`config.mk`:
```
export PLATFORM = sky130hd
export DESIGN_NAME = fifo_stage
export DESIGN_NICKNAME = d
export VERILOG_FILES = /design/src/rtl/fifo_stage.sv
export SDC_FILE = /design/constraint.sdc
export NUM_CORES = 1
export LEC_CHECK = 0
export ABC_AREA = 1
export ABC_CLOCK_PERIOD_IN_PS = 3750
export CORE_AREA = 2 2 39 41
export DETAILED_ROUTE_END_ITERATION = 8
export DIE_AREA = 0 0 41 43
export PLACE_DENSITY_LB_ADDON = 0.12
export RECOVER_POWER = 25
export SLEW_MARGIN = 20
export SYNTH_ARGS = -nofsm -noshare
export SYNTH_HDL_FRONTEND = slang
export SYNTH_SLANG_ARGS = --single-unit
```
`constraint.sdc`:
```
create_clock -name clk -period 3.75 [get_ports clk]
set_input_delay 0.5625 -clock clk [delete_from_list [all_inputs] [get_ports clk]]
set_output_delay 0.5625 -clock clk [all_outputs]
set_load 0.02 [all_outputs]
```
`src/rtl/fifo_stage.sv`:
```
// -----------------------------------------------------------------------------
// fifo_stage
//
// Purpose:
//   Single elastic FIFO stage with a valid/ack handshake on both sides. It is
//   meant as a building block for chained FIFOs and pipelines. The stage holds
//   up to DEPTH words in a circular buffer and decouples upstream from
//   downstream.
//
//   ack_out is a register, so a downstream ack_in never reaches ack_out
//   through combinational logic. A word pushed on one edge can be popped
//   on the following edge at the earliest; data_in never bypasses storage.
//
// Parameters:
//   DATA_WIDTH  width of data_in / data_out (default 3)
//   DEPTH       number of storage entries, DEPTH >= 1 (default 2).
//               DEPTH >= 2 sustains one word per cycle.
//               DEPTH == 1 sustains one word every two cycles.
//
// Ports:
//   clk        in   1                  rising-edge clock
//   rst_n      in   1                  synchronous active-low reset
//   valid_in   in   1                  upstream presents data_in
//   data_in    in   DATA_WIDTH         upstream data
//   ack_out    out  1                  stage can accept a word (registered)
//   valid_out  out  1                  stage presents data_out
//   data_out   out  DATA_WIDTH         head-of-queue data
//   ack_in     in   1                  downstream accepts data_out
//   level      out  $clog2(DEPTH+1)    occupancy. Present only when the
//                                      STAGE_LEVEL_EN macro is defined.
//
// Optional feature macro: STAGE_LEVEL_EN
// -----------------------------------------------------------------------------
module fifo_stage #(
    parameter int DATA_WIDTH = 3,
    parameter int DEPTH      = 2
) (
    input  logic                        clk,
    input  logic                        rst_n,
    input  logic                        valid_in,
    input  logic [DATA_WIDTH-1:0]       data_in,
    output logic                        ack_out,
    output logic                        valid_out,
    output logic [DATA_WIDTH-1:0]       data_out,
    input  logic                        ack_in
`ifdef STAGE_LEVEL_EN
    ,
    output logic [$clog2(DEPTH+1)-1:0]  level
`endif
);

    // A single-entry buffer still needs a 1-bit pointer to keep the declarations legal.
    localparam int PTR_W = (DEPTH > 1) ? $clog2(DEPTH) : 1;
    localparam int CNT_W = $clog2(DEPTH + 1);

    localparam logic [PTR_W-1:0] LAST_PTR = PTR_W'(DEPTH - 1);
    localparam logic [CNT_W-1:0] FULL_CNT = CNT_W'(DEPTH);
    localparam logic [CNT_W-1:0] ONE_CNT  = CNT_W'(1);
    localparam logic [PTR_W-1:0] ONE_PTR  = PTR_W'(1);

    // Storage and state registers.
    logic [DATA_WIDTH-1:0] r_mem [DEPTH];
    logic [PTR_W-1:0]      r_wr_ptr;
    logic [PTR_W-1:0]      r_rd_ptr;
    logic [CNT_W-1:0]      r_count;
    logic                  r_ack_out;

    // Combinational next-state values.
    logic                  w_push;
    logic                  w_pop;
    logic [CNT_W-1:0]      w_count_next;
    logic                  w_ack_next;
    logic [PTR_W-1:0]      w_wr_ptr_next;
    logic [PTR_W-1:0]      w_rd_ptr_next;

    // Circular increment. The explicit wrap at DEPTH-1 is what makes
    // non-power-of-two depths work.
    function automatic logic [PTR_W-1:0] next_ptr(input logic [PTR_W-1:0] ptr);
        logic [PTR_W-1:0] nxt;
        if (ptr == LAST_PTR) begin
            nxt = {PTR_W{1'b0}};
        end else begin
            nxt = ptr + ONE_PTR;
        end
        return nxt;
    endfunction

    // Handshake decode, occupancy update and the next value of the ack register.
    always_comb begin
        w_push        = 1'b0;
        w_pop         = 1'b0;
        w_count_next  = r_count;
        w_ack_next    = 1'b0;
        w_wr_ptr_next = r_wr_ptr;
        w_rd_ptr_next = r_rd_ptr;

        // The registered ack gates the push, so a full stage ignores valid_in
        // even while a pop frees an entry on the same edge.
        w_push = valid_in & r_ack_out;
        // An empty stage ignores ack_in.
        w_pop  = (r_count != {CNT_W{1'b0}}) & ack_in;

        case ({w_push, w_pop})
            2'b10:   w_count_next = r_count + ONE_CNT;
            2'b01:   w_count_next = r_count - ONE_CNT;
            default: w_count_next = r_count;
        endcase

        if (w_push) begin
            w_wr_ptr_next = next_ptr(r_wr_ptr);
        end else begin
            w_wr_ptr_next = r_wr_ptr;
        end

        if (w_pop) begin
            w_rd_ptr_next = next_ptr(r_rd_ptr);
        end else begin
            w_rd_ptr_next = r_rd_ptr;
        end

        // ack_out is derived from state only, so there is no path from ack_in to ack_out.
        w_ack_next = (w_count_next < FULL_CNT);
    end

    // State registers. The synchronous reset clears everything, including the storage.
    always_ff @(posedge clk) begin
        if (!rst_n) begin
            r_wr_ptr  <= {PTR_W{1'b0}};
            r_rd_ptr  <= {PTR_W{1'b0}};
            r_count   <= {CNT_W{1'b0}};
            r_ack_out <= 1'b0;
            for (int i = 0; i < DEPTH; i++) begin
                r_mem[i] <= {DATA_WIDTH{1'b0}};
            end
        end else begin
            r_wr_ptr  <= w_wr_ptr_next;
            r_rd_ptr  <= w_rd_ptr_next;
            r_count   <= w_count_next;
            r_ack_out <= w_ack_next;
            if (w_push) begin
                r_mem[r_wr_ptr] <= data_in;
            end
        end
    end

    // Outputs are decoded directly from registers. Nothing in data_in reaches data_out
    // in the same cycle.
    assign ack_out   = r_ack_out;
    assign valid_out = (r_count != {CNT_W{1'b0}});
    assign data_out  = r_mem[r_rd_ptr];

`ifdef STAGE_LEVEL_EN
    assign level = r_count;
`endif

endmodule

```
=== Yosys cells after proc, flatten, opt, wreduce, memory -nomap -nowiden ===
Memory sizes are Yosys's and may differ from the RTL's. A register that Yosys moved wholly into a read port is not among the register bits.
Cells that the tools add are included.

* Add/sub/neg operators: 4
* $mul: 0
* Divide/modulo/power cells: 0
* Magnitude comparators: 1
* Eq/ne operators: 2
* Shift operators: 0
* Mux-type cells: 12
* Bitwise operators: 2
* Reduce and logical (&&, ||, !) cells: 2

{| class="wikitable"
|+ Operators with widths
! kind !! number
|-
| 1-bit two-way mux || 10
|-
| 2-bit case mux with 2 select lines || 1
|-
| 3-bit two-way mux || 1
|-
| 3-bit OR reduction || 1
|-
| 1-bit adder (second input constant) || 2
|-
| 2-bit by 1-bit adder with 2-bit output (second input constant) || 1
|-
| 1-bit bitwise AND || 2
|-
| 2-bit by 1-bit == test with 1-bit output (second input constant) || 1
|-
| 2-bit == test (second input constant) || 1
|-
| 2-bit less-than comparator (second input constant) || 1
|-
| 2-bit nonzero test || 1
|-
| 2-bit by 1-bit subtractor with 2-bit output (second input constant) || 1
|}

* Flip-flop bits (word level): 5
* Bits in latches: 0
* RAM bits: 6
* Bits in read-only memories: 0
* Input bits: 7
* Output and inout bits: 5
* Logic and storage cells: 28
* Memories: 1

{| class="wikitable"
|+ Memory list
! name !! words !! bits a word !! rd ports !! clocked after memory_dff !! wr ports !! RTL line !! RTL
|-
| r_mem || 2 || 3 || 1 || 1 || 2 || 62 || <nowiki>logic [DATA_WIDTH-1:0] r_mem [DEPTH];</nowiki>
|}

=== Longest topological paths before layout ===
* Word-level depth: 6
* Mapped depth: 8
* Gate-level depth less buffers: 8

=== Worst setup path after synthesis ===
OpenSTA, ideal clock, no wires.

* Path type: input to register
* Start: input port ack_in
* End: register r_ack_out (netlist: ack_out)
* Setup time: 111 ps
* Arrival: 1,259 ps
* Data required time: 3,639 ps
* Slack: 2,380 ps
* Cell stages on the path: 6
* Path buffers: 0
* Path through: o21a_2 > ha_1 > inv_1 > nand4_1 > nand2_1 > nor2_2

* Longest elaborated chain between the ends: 4
* Elaborated cells between the ends (all ways): 5
* Those cells by class: order compare: 1; eq/ne: 2; mux: 1; bitwise: 1

{| class="wikitable"
|+ Ends and longest elaborated chain
! element !! RTL line !! RTL
|-
| start: declaration || 45 || <nowiki>input logic ack_in</nowiki>
|-
| 1-bit bitwise AND (*) || 101 || <nowiki>w_pop = (r_count != {CNT_W{1'b0}}) & ack_in;</nowiki>
|-
| 2-bit by 1-bit == test with 1-bit output / 2-bit == test (equally long branches) || 103 || <nowiki>case ({w_push, w_pop})</nowiki>
|-
| 2-bit case mux with 2 select lines (*) || 103 ||
|-
| 2-bit less-than comparator (*) || 122 || <nowiki>w_ack_next = (w_count_next < FULL_CNT);</nowiki>
|-
| end signal: assignment || 139 || <nowiki>r_ack_out <= w_ack_next;</nowiki>
|-
| end: declaration || 66 || <nowiki>logic r_ack_out;</nowiki>
|}

Every way passes the cells marked *; elsewhere a longest branch is shown, timed or not.
A chain may end at the register's enable or synchronous reset.

==> flow_summary.ini <==
[clock_network]
htreeDepth = 1
clk_latency_ns = 0.26
clockBufferDepth = 2
cts_tree = done
hold_buffers = 0
clk_pin_slew_ns = 0.07
cts_sinks = 12
post_cts_buffers = 0
cts_buffers = 3
clockRootBuffer = clkbuf_4
cts_repair_resize_count = 0

[yosys]
synth_nets = 64
ys_seq_elements = 12
yosysTopAreaCellShare_pct = 33.1
synth.area.top_cells = edfxtp_1 (33%), dfxtp_1 (22%), nor2_1 (6.2%)
synth_flop_cell = edfxtp_1
synth_top_cell_by_area = edfxtp_1
yosys.cell_types.count = 17
syn-instance-count = 56
syn_area_um2 = 544
synth-warning-count = 0
synthArstFlopShare_pct = 0
ys_seq_area_share_pct = 55.2
yosys-top-cells-count = nor2_1 (9), inv_1 (7), nand2_1 (7)
synth.avg_cell_area_um2 = 9.72
synth.most_common_cell = nor2_1
synth_edf_count = 6

[flow_run]
drv_cap = 0

[die]
die_area_um2 = 1760
initial_utilization_pct = 39.3
rows = 14
dieHeight_um = 43
ios = 12
core-area_um2 = 1380
die_x_um = 41

[power_and_ir_drop]
p_total_uw = 359
p_leak_nw = 0.300
powerDensity_nw_per_um2 = 525
peakVddDrop_mv = 0.246

[worst_setup_path]
crit_arrival_ns = 1.51
cp-end-kind = primary output
critPathKind = flop to primary output
crit_fanout = 3
slowest_stage = clkdlybuf4s50_1
required_ns = 3.19
start_kind = flop
slowest_delay_ns = 0.53
path_cells = mux2_2, clkdlybuf4s50_1

[detailed_routing]
drt.antenna.violating_nets = 0
drt_wl_total_um = 823
drt_iter0_drc = 1
vias = 389
drc = 0
viasPerCell = 4.58
dr.pass1.iters = 2
wl_per_cell_um = 9.68

[global_route]
grt_max_degree = 9
grt_pass1_wl_mm = 1.37
grt_pass1_vias = 358
grt_usage_pct = 12.0
antenna_found_initial = 0
grt.overflow.total = 0

[placed_design]
dpl_worst_slack_ns = 1.81
gp_congestion = 0.670
placed_area_um2 = 663
port-buffer-count = 11
hpwl_um = 675
place_inst = 82

[worst_hold_path]
hold_path.class = flop to flop

[finish]
nNetsFinal = 79
syn2layout_area_growth_pct = 25.5
antennaDiodeCount = 0
fin_area_um2 = 683
fin_cells = 85
utilization_pct = 49.4
drive_gt1_share_pct = 21.7

[sta]
maxSlewViolCount = 0
hold_slack_ns = 0.504
slew_headroom_pct = 79.1
min_period_ns = 2.07
tightest_slew_ns = 0.312
max_freq_mhz = 483
final.setup.worst_slack_ns = 1.68
rsz0062_at_grt = false
hold_viol_final = 0
clock_skew_ns = 0.00417
finalSetupViolations = 0
tns_ns = 0
finalCritPeriodShare_pct = 55.2

[run_status]
run_status = completed
-- cells in the final DEF, fill, tap and decap left out --
master / instances
inv_1: 7
nand2_2: 4
nand4_1: 1
o21a_2: 1
clkdlybuf4s50_1: 10
edfxtp_1: 6
dlygate4sd3_1: 1
nor2_2: 2
clkbuf_4: 3
inv_2: 1
ha_1: 1
a21oi_1: 2
nand2_1: 8
o21ai_0: 1
nor2_1: 9
dfxtp_1: 6
nand4_2: 1
mux2_2: 3
nand3_1: 2
-- where the power goes --
| part | switching (mW) | internal (mW) |
|---|---|---|
| clock network | 0.0381 | 0.0371 |
| registers | 0.0135 | 0.158 |
| logic | 0.0587 | 0.0535 |
-- worst max-delay path: cells and delay by family (launching register included) --
family / cells / cell delay, ns
buffers and inverters: 1 / 0.53
flip-flops: 1 / 0.37
multiplexers: 1 / 0.34
-- cells by family after synthesis --
| group | after synthesis | synth area share [%] |
|---|---|---|
| compound gates | 4 | 4.37 |
| fa+ha+maj | 1 | 2.30 |
| buf+inv | 9 | 7.59 |
| flops | 12 | 55.2 |
| mux | 3 | 6.21 |
| simple gates | 27 | 24.4 |
-- final cells by class --
| type | count | area, µm² |
|---|---|---|
| Inverter | 8 | 30.0 |
| Multi-Input combinational cell | 35 | 200 |
| Timing Repair Buffer | 11 | 110 |
| Tap cell | 16 | 20.0 |
| Fill cell | 147 | 701 |
| Sequential cell | 12 | 300 |
| Clock buffer | 3 | 22.5 |
-- worst paths after layout --
check,depth (start not counted),slack [ns],end
max reg2reg,6,2.46,ack_out
min,2,0.50,flop
max,2,1.68,data_out[2]
min reg2reg,2,0.50,flop
-- layer usage --
metal | track usage (%) | part of all wire [%] | vias up
met1 | 10.7 | 38 | 174
li1 | - | - | 206
met5 | 0 | 0 | -
met4 | 10.0 | 1.5 | 0
met2 | 20.3 | 56 | 7
met3 | 3.14 | 4.4 | 2
(Power assumes the default switching activity.)
